$ cat config.mk
export PLATFORM = sky130hd
export DESIGN_NAME = muxn_reg_nrisc_flat
export DESIGN_NICKNAME = d
export VERILOG_FILES = /design/src/rtl/muxn_reg_nrisc_pkg.sv /design/src/rtl/muxn_reg_nrisc_if.sv /design/src/rtl/muxn_reg_nrisc_arbitro.sv /design/src/rtl/muxn_reg_nrisc.sv /design/src/flat_wrapper.sv
export SDC_FILE = /design/constraint.sdc
export NUM_CORES = 1
export LEC_CHECK = 0
export CORE_ASPECT_RATIO = 1.4
export CORE_UTILIZATION = 60
export CTS_CLUSTER_SIZE = 25
export DETAILED_ROUTE_END_ITERATION = 16
export DONT_BUFFER_PORTS = 1
export HOLD_SLACK_MARGIN = 0.1
export PLACE_DENSITY = 0.82
export SLEW_MARGIN = 20
export SYNTH_ARGS = -nofsm -noshare
export SYNTH_HDL_FRONTEND = slang
export SYNTH_SLANG_ARGS = --single-unit
$ cat constraint.sdc
create_clock -name clk -period 3.3 [get_ports clk]
set_input_delay 0.33 -clock clk [delete_from_list [all_inputs] [get_ports clk]]
set_output_delay 0.33 -clock clk [all_outputs]
set_load 0.02 [all_outputs]
$ cat src/rtl/muxn_reg_nrisc_pkg.sv
// Shared nRISC definitions: select modes, output-buffer occupancy states and
// the channel-index width helper used by the operand multiplexer.
package nrisc_pkg;

  localparam int MODO_FIXO = 0;
  localparam int MODO_RR   = 1;

  // Occupancy of the output buffer: nothing, output register only, output + skid.
  typedef enum logic [1:0] {
    BUF_VAZIO = 2'd0,
    BUF_UM    = 2'd1,
    BUF_DOIS  = 2'd2
  } buf_estado_t;

  function automatic int idx_largura(input int canais);
    return (canais <= 2) ? 1 : $clog2(canais);
  endfunction

endpackage

$ cat src/rtl/muxn_reg_nrisc_if.sv
// Channel-side and consumer-side bus of the registered N-way operand mux,
// plus read-only debug visibility of the buffer state and round-robin pointer.
interface muxn_reg_nrisc_if #(
  parameter int LARGURA = 8,
  parameter int CANAIS  = 4,
  parameter int IDX     = 2
) ();

  // Handshake: a word moves on a rising edge when valid and ready are both high
  // at that edge. Valid never waits for ready; the mux keeps saida/saida_canal
  // steady while saida_valido is high and saida_pronto is low.
  logic [CANAIS*LARGURA-1:0] entr;
  logic [CANAIS-1:0]         entr_valido;
  logic [CANAIS-1:0]         entr_pronto;
  logic [IDX-1:0]            sinal;
  logic [LARGURA-1:0]        saida;
  logic [IDX-1:0]            saida_canal;
  logic                      saida_valido;
  logic                      saida_pronto;
  nrisc_pkg::buf_estado_t    estado_dbg;
  logic [IDX-1:0]            ptr_dbg;

  modport master (
    output entr,
    output entr_valido,
    output sinal,
    output saida_pronto,
    input  entr_pronto,
    input  saida,
    input  saida_canal,
    input  saida_valido,
    input  estado_dbg,
    input  ptr_dbg
  );

  modport slave (
    input  entr,
    input  entr_valido,
    input  sinal,
    input  saida_pronto,
    output entr_pronto,
    output saida,
    output saida_canal,
    output saida_valido,
    output estado_dbg,
    output ptr_dbg
  );

endinterface

$ cat src/rtl/muxn_reg_nrisc_arbitro.sv
// Round-robin priority search: first valid channel at or above ptr, wrapping
// around; tem_g is low when no channel is requesting.
module arbitro_rr_nrisc #(
  parameter int CANAIS = 4,
  parameter int IDX    = 2
) (
  input  logic [CANAIS-1:0] entr_valido,
  input  logic [IDX-1:0]    ptr,
  output logic [IDX-1:0]    g,
  output logic              tem_g
);

  logic [IDX-1:0] cand;

  // Scan from the farthest candidate back to ptr so the nearest one wins.
  always_comb begin
    g     = '0;
    tem_g = 1'b0;
    cand  = '0;
    for (int k = CANAIS - 1; k >= 0; k--) begin
      cand = IDX'((int'(ptr) + k) % CANAIS);
      if (entr_valido[cand]) begin
        g     = cand;
        tem_g = 1'b1;
      end
    end
  end

endmodule

$ cat src/rtl/muxn_reg_nrisc.sv
// Registered N-way operand multiplexer: explicit or round-robin channel grant
// feeding a 2-entry (output + skid) valid/ready buffer.
module muxn_reg_nrisc
  import nrisc_pkg::*;
#(
  parameter int LARGURA = 8,
  parameter int CANAIS  = 4,
  parameter int MODO    = MODO_FIXO
) (
  input logic             clk,
  input logic             rst_n,
  muxn_reg_nrisc_if.slave bus
);

  localparam int IDX = idx_largura(CANAIS);

  buf_estado_t        estado_q, estado_d;
  logic [LARGURA-1:0] saida_q, saida_d;
  logic [LARGURA-1:0] skid_q, skid_d;
  logic [IDX-1:0]     canal_q, canal_d;
  logic [IDX-1:0]     skid_canal_q, skid_canal_d;
  logic [IDX-1:0]     ptr_q, ptr_d;

  logic [IDX-1:0]     g;
  logic               tem_g;
  logic [LARGURA-1:0] canal_dado [CANAIS];
  logic [LARGURA-1:0] palavra;
  logic               cheio;
  logic               skid_cheio;
  logic               entr_xfer;
  logic               saida_xfer;

  assign cheio      = (estado_q != BUF_VAZIO);
  assign skid_cheio = (estado_q == BUF_DOIS);

  always_comb begin
    for (int i = 0; i < CANAIS; i++) begin
      canal_dado[i] = bus.entr[i*LARGURA +: LARGURA];
    end
  end

  generate
    if (MODO == MODO_RR) begin : g_rr
      logic [IDX-1:0] g_arb;
      logic           tem_arb;

      arbitro_rr_nrisc #(
        .CANAIS (CANAIS),
        .IDX    (IDX)
      ) u_arbitro (
        .entr_valido (bus.entr_valido),
        .ptr         (ptr_q),
        .g           (g_arb),
        .tem_g       (tem_arb)
      );

      assign g     = g_arb;
      assign tem_g = tem_arb;
    end else begin : g_fixo
      // Out-of-range selects fall back to channel 0 rather than an empty grant.
      assign g     = (int'(bus.sinal) < CANAIS) ? bus.sinal : '0;
      assign tem_g = 1'b1;
    end
  endgenerate

  assign palavra = canal_dado[g];

  // Ready is granted even without a matching valid, so a stage can see where
  // the mux is pointing before it has data.
  always_comb begin
    bus.entr_pronto = '0;
    for (int i = 0; i < CANAIS; i++) begin
      if (tem_g && !skid_cheio && (g == IDX'(i))) begin
        bus.entr_pronto[i] = 1'b1;
      end
    end
  end

  assign entr_xfer  = tem_g && !skid_cheio && bus.entr_valido[g];
  assign saida_xfer = cheio && bus.saida_pronto;

  always_comb begin
    estado_d     = estado_q;
    saida_d      = saida_q;
    canal_d      = canal_q;
    skid_d       = skid_q;
    skid_canal_d = skid_canal_q;
    ptr_d        = ptr_q;

    case (estado_q)
      BUF_VAZIO: begin
        if (entr_xfer) begin
          saida_d  = palavra;
          canal_d  = g;
          estado_d = BUF_UM;
        end
      end
      BUF_UM: begin
        if (entr_xfer && saida_xfer) begin
          saida_d = palavra;
          canal_d = g;
        end else if (entr_xfer) begin
          skid_d       = palavra;
          skid_canal_d = g;
          estado_d     = BUF_DOIS;
        end else if (saida_xfer) begin
          estado_d = BUF_VAZIO;
        end
      end
      BUF_DOIS: begin
        if (saida_xfer) begin
          saida_d  = skid_q;
          canal_d  = skid_canal_q;
          estado_d = BUF_UM;
        end
      end
      default: begin
        estado_d = BUF_VAZIO;
      end
    endcase

    if ((MODO == MODO_RR) && entr_xfer) begin
      ptr_d = (g == IDX'(CANAIS - 1)) ? '0 : g + IDX'(1);
    end
  end

  always_ff @(posedge clk) begin
    if (!rst_n) begin
      estado_q     <= BUF_VAZIO;
      saida_q      <= '0;
      canal_q      <= '0;
      skid_q       <= '0;
      skid_canal_q <= '0;
      ptr_q        <= '0;
    end else begin
      estado_q     <= estado_d;
      saida_q      <= saida_d;
      canal_q      <= canal_d;
      skid_q       <= skid_d;
      skid_canal_q <= skid_canal_d;
      ptr_q        <= ptr_d;
    end
  end

  assign bus.saida        = saida_q;
  assign bus.saida_canal  = canal_q;
  assign bus.saida_valido = cheio;
  assign bus.estado_dbg   = estado_q;
  assign bus.ptr_dbg      = ptr_q;

  a_pronto_onehot: assert property (@(posedge clk) disable iff (!rst_n)
    $onehot0(bus.entr_pronto));

  a_saida_estavel: assert property (@(posedge clk) disable iff (!rst_n)
    (bus.saida_valido && !bus.saida_pronto) |=>
      ($stable(bus.saida) && $stable(bus.saida_canal)));

endmodule

$ cat src/flat_wrapper.sv
// flat-port wrapper written by rule: the top's interface ports become plain ports
module muxn_reg_nrisc_flat import nrisc_pkg::*;
#(
  parameter int LARGURA = 8,
  parameter int CANAIS  = 4,
  parameter int MODO    = MODO_FIXO
)
  (clk, rst_n, bus_entr, bus_entr_valido, bus_sinal, bus_saida_pronto, bus_entr_pronto, bus_saida, bus_saida_canal, bus_saida_valido, bus_estado_dbg, bus_ptr_dbg);
  muxn_reg_nrisc_if #(.LARGURA(LARGURA), .CANAIS(CANAIS), .IDX((idx_largura(4)))) bus_i ();
  input logic clk;
  input logic rst_n;
  input wire logic [$bits(bus_i.entr)-1:0] bus_entr;
  input wire logic [$bits(bus_i.entr_valido)-1:0] bus_entr_valido;
  input wire logic [$bits(bus_i.sinal)-1:0] bus_sinal;
  input wire logic [$bits(bus_i.saida_pronto)-1:0] bus_saida_pronto;
  output wire logic [$bits(bus_i.entr_pronto)-1:0] bus_entr_pronto;
  output wire logic [$bits(bus_i.saida)-1:0] bus_saida;
  output wire logic [$bits(bus_i.saida_canal)-1:0] bus_saida_canal;
  output wire logic [$bits(bus_i.saida_valido)-1:0] bus_saida_valido;
  output wire logic [$bits(bus_i.estado_dbg)-1:0] bus_estado_dbg;
  output wire logic [$bits(bus_i.ptr_dbg)-1:0] bus_ptr_dbg;
  assign bus_i.entr = bus_entr;
  assign bus_i.entr_valido = bus_entr_valido;
  assign bus_i.sinal = bus_sinal;
  assign bus_i.saida_pronto = bus_saida_pronto;
  assign bus_entr_pronto = bus_i.entr_pronto;
  assign bus_saida = bus_i.saida;
  assign bus_saida_canal = bus_i.saida_canal;
  assign bus_saida_valido = bus_i.saida_valido;
  assign bus_estado_dbg = bus_i.estado_dbg;
  assign bus_ptr_dbg = bus_i.ptr_dbg;
  muxn_reg_nrisc #(.LARGURA(LARGURA), .CANAIS(CANAIS), .MODO(MODO)) u_core (.clk(clk), .rst_n(rst_n), .bus(bus_i));
endmodule
After elaboration in Yosys (flattened, before gate mapping)
Index checks and enable logic that the tools add are counted.

Register bits after elaboration: 22. Input port bits: 41. Output and inout bits: 19. Word-level logic and storage cells: 57.

Order comparisons: 2. Equal/unequal tests: 10. Mux-type cells: 23. Bitwise logic cells: 2. Reduce and logical (&&, ||, !) cells: 15.

Operators by type and width (number): 8-bit 2-to-1 mux (5); 8-bit one-hot mux with 3 select lines (1); 8-bit binary-select mux with 2-bit select (1); 2-bit 2-to-1 mux (8); 2-bit one-hot mux with 3 select lines (2); 4-bit AND reduction (2); 1-bit logical AND (7); 2-bit equality test, second input constant (3); 1-bit 2-to-1 mux (5); 2-bit by 1-bit equality test with 1-bit output, second input constant (2); 2-bit zero test (2); 2-bit by 1-bit inequality test with 1-bit output, second input constant (2); 2-bit inequality test, second input constant (2); 3-bit >= comparator, second input constant (1); 2-bit by 3-bit < comparator with 1-bit output, second input constant (1); 3-bit by 1-bit inequality test with 1-bit output, second input constant (1); 2-bit NOT with 3-bit output (1); 3-bit AND reduction (1); 3-bit nonzero test (1); 1-bit binary-select mux with 2-bit select (1); 2-bit nonzero test (1); 1-bit zero test (1); 1-bit NOT (1).

Longest topological paths before layout
Depth in word-level cells: 6. Depth in mapped cells: 5. Mapped depth without buffers: 3.

Least setup slack after synthesis
OpenSTA, ideal clock, no wires.

Path kind: reg-to-output. Start: register u_core.estado_q[0] (netlist: u_core.bus.estado_dbg[0]). End: output port bus_entr_pronto[2]. Arrival time: 1.576 ns. Required time: 2.970 ns. Path slack: 1.394 ns. Stages on the path, launching flop included: 5. Buffers on the path: 1. Cells stage by stage: dfxtp_1 -> nand2b_1 -> buf_1 -> nand2_1 -> nor2_1.

Cells in the longest elaborated chain, start to end: 4.

Ends and longest elaborated chain: start, declared (line muxn_reg_nrisc.sv:17) `buf_estado_t estado_q, estado_d;`; start signal, assigned (line muxn_reg_nrisc.sv:136) `estado_q <= estado_d;`; 2-bit equality test (line muxn_reg_nrisc.sv:34) `assign skid_cheio = (estado_q == BUF_DOIS);`; 1-bit zero test (line muxn_reg_nrisc.sv:73) `if (tem_g && !skid_cheio && (g == IDX'(i))) begin`; 1-bit logical AND (line muxn_reg_nrisc.sv:73); 1-bit 2-to-1 mux (line muxn_reg_nrisc.sv:73); end, declared (line flat_wrapper.sv:16) `output wire logic [$bits(bus_i.entr_pronto)-1:0] bus_entr_pronto;`.

Every way passes these cells.

Worst setup path after layout
Same ends and word-level chain as after synthesis.

==> flow_metrics.tcl <==
set metrics [dict create \
    slew_headroom_pct 40.0 \
    yosysTopAreaCell "dfxtp_1" \
    fin_total_pwr_w 0.000627 \
    netlist_instances 145 \
    vias_per_cell 7.32 \
    dr.pass1.iters 4 \
    critical_path_required_ns 2.97 \
    remaining_drc_errors 0 \
    synth_cell_type_count 32 \
    antenna_cells 0 \
    drive_gt1_share_pct 18.8 \
    yosysTopAreaCellShare_pct 31.6 \
    core.rowCount 20 \
    yosysMostFrequentCell "dfxtp_1" \
    syn2layout_area_growth_pct -0.899 \
    drtIter0Drc 18 \
    num-fill-cells 177 \
    clock_sinks 22 \
    timing.rr.end "u_core.bus.saida_canal[1]" \
    skew_ns 0.00464 \
    fmax_ghz 0.432 \
    rr_startpoint "u_core.bus.estado_dbg[1]" \
    grt.overflow.total 0 \
    io_buffers 0 \
    hold_path_class "primary input to flop" \
    synth_area_um2 1390 \
    regToRegSetupSlack_ns 1.37 \
    ys_top_cells_by_count "22 x dfxtp_1, 13 x inv_1, 11 x a311oi_1, 11 x clkbuf_1, 11 x nand4_1" \
    seqPwrFrac_pct 53.2 \
    synthArstFlopShare_pct 0 \
    cts_buffer_depth 2 \
    cp_max_fo 12 \
    setup_ws_ns 0.983 \
    cp.arrival_ns 1.99 \
    path_clk_slew_ns 0.12 \
    fin_nets 175 \
    worstSetupStartpoint "u_core.bus.estado_dbg[0]" \
    critPathCaptureType "output pin" \
    num_vias 1135 \
    critPathCapture "bus_entr_pronto[2]" \
    crit_chain "nand2b_1 -> nand2_1 -> nor2_1" \
    ctsResizeCount 0 \
    path_depth 3 \
    crit_slowest_cell "dfxtp_1" \
    post-place-ws_ns 1.32 \
    core_area_um2 2180 \
    cts-root-buf "clkbuf_4" \
    fin_setup_tns_ns 0 \
    critPathLaunchType "flop" \
    gp_congestion 0.799 \
    grt_max_degree 35 \
    final_area_um2 1380 \
    critical-path-top-delay-family "simple AND/OR/NAND/NOR gates" \
    synth-seq-cells 22 \
    p_int_w 0.000422 \
    grtUsageTotal_pct 24.2 \
    outcome "completed" \
    postRouteWirelength_mm 2.90 \
    ys_seq_area_share_pct 31.6 \
    synth_top_flop_cell "dfxtp_1" \
    grt_pass1_vias 1092 \
    grt_pass1_wl_mm 4.71 \
    cts_tree "built" \
    critPathKind "flop to output pin" \
    leakage_nw 0.498 \
    die_x_um 42.7 \
    r2r_cells 3 \
    dieHeight_um 59 \
    antenna_found_initial 0 \
    dpl_cell_area_um2 1330 \
    avgRoutedWirePerCell_um 18.7 \
    clk_latency_ns 0.31 \
    htreeDepth 1 \
    place_hpwl_mm 2.12 \
    yosys_warnings 0 \
    finalSetupViolCount 0 \
    ios 60 \
    rsz0062_at_grt "no" \
    slew_violations 0 \
    cpPeakStageDelay_ns 0.60 \
    die_area_um2 2520 \
    start_util_pct 64.0 \
    synthTopCellsByArea "dfxtp_1 32%, mux4_2 15%, a311oi_1 6.9%" \
    p_sw_w 0.000205 \
    tightest_slew_ns 0.899 \
    numCtsBuffers 3 \
    ir_worst_vdd_mv 0.231 \
    clkPwrFrac_pct 24.0 \
    finalCritPeriodShare_pct 70.2 \
    synth_edf_count 0 \
    final_hold_viol_count 0 \
    period_minus_slack_ns 2.32 \
    syn_area_per_cell_um2 9.60 \
    p_per_area_nw_per_um2 454 \
    p_sw_share_pct 32.7 \
    max-cap-violations 0 \
    detail-route-antenna-nets 0 \
    cp.buffers_inverters 0 \
    post-cts-setup-buffers 0 \
    pwr-share-comb_pct 22.8 \
]
## through the flow
stage | util (%) | hold WS [ns] | cells
final | 63.4 | 0.126 | 155
after global routing | 63.4 | 0.124 | 155
after CTS | 63.4 | 0.124 | 155
after detailed placement | 61.3 | 0.416 | 150
after global placement | 61.3 | 0.410 | 150
after floorplan | - | 0.408 | 146
## registers in the layout, indices dropped and copies added (netlist names)
name / count
u_core.skid_canal_q: 2
u_core.bus.saida: 8
u_core.bus.saida_canal: 2
u_core.bus.estado_dbg: 2
u_core.skid_q: 8
## how the worst min path moves through the flow
stage                      from                        to  cells after the start
2_1_floorplan  bus_saida_pronto  u_core.bus.estado_dbg[1]                      1
3_3_place_gp   bus_saida_pronto  u_core.bus.estado_dbg[1]                      1
3_5_place_dp   bus_saida_pronto  u_core.bus.estado_dbg[1]                      1
4_1_cts                   rst_n    u_core.skid_canal_q[1]                      1
5_1_grt                   rst_n    u_core.skid_canal_q[1]                      1
6_report                  rst_n    u_core.skid_canal_q[1]                      1
## what timing repair did
action | 4_1_cts | 5_1_grt
hold buffers | 1 | 0
hold endpoints to repair | 1 | 0
endpoints found under the setup margin | 0 | 0
## per-layer routing
layer / wire length (um) / share of wire (%) / GRT usage [%]
met2: 1440 / 50 / 40.0
met5: 0 / 0 / 0
met4: 77 / 2.7 / 11.6
met3: 229 / 7.9 / 4.27
met1: 1140 / 40 / 30.4
## power groups by stage
stage / Combinational (W) / Clock, W / Sequential [W]
after CTS: 0.000142 / 0.000152 / 0.000334
after global routing: 0.000156 / 0.000159 / 0.000337
final: 0.000143 / 0.000151 / 0.000333
after global placement: 0.000135 / 0 / 0.000339
after floorplan: 0.000137 / 0 / 0.000335
after detailed placement: 0.000142 / 0 / 0.000340
## cell families (layout without fill, tap and decap cells)
family | after synthesis | in the layout | synth area share (%)
simple gates | 28 | 28 | 12.0
other cells | 1 | 2 | 0.269
compound gates | 44 | 44 | 24.5
buf+inv | 32 | 19 | 10.5
mux | 18 | 18 | 21.0
flops | 22 | 22 | 31.6
## cell type report
class	instances	area, um2	share of cell area (%)
Multi-Input combinational cell	92	810	58.7
Inverter	13	48.8	3.54
Timing Repair Buffer	2	17.5	1.27
Tap cell	22	27.5	1.99
Sequential cell	22	440	31.9
Clock buffer	4	36.3	2.63
## cell usage in the layout (no fill, tap or decap), drive strengths merged, types with 2 or more instances in the layout
cell type	synthesis	routed
a211oi	9	9
nand4	11	11
mux2i	9	9
conb	1	2
clkbuf	11	4
nand2b	2	2
a21oi	9	9
dfxtp	22	22
a311oi	12	12
a31o	10	10
inv	13	13
mux4	9	9
nand2	4	4
nor3b	2	2
nor2b	2	2
## worst reg2reg max path, stage by stage (launching register included)
cell and delay (ns):
dfxtp_1 0.59, inv_1 0.52, a31o_1 0.46, a311oi_2 0.28
(Power assumes the default switching activity.)
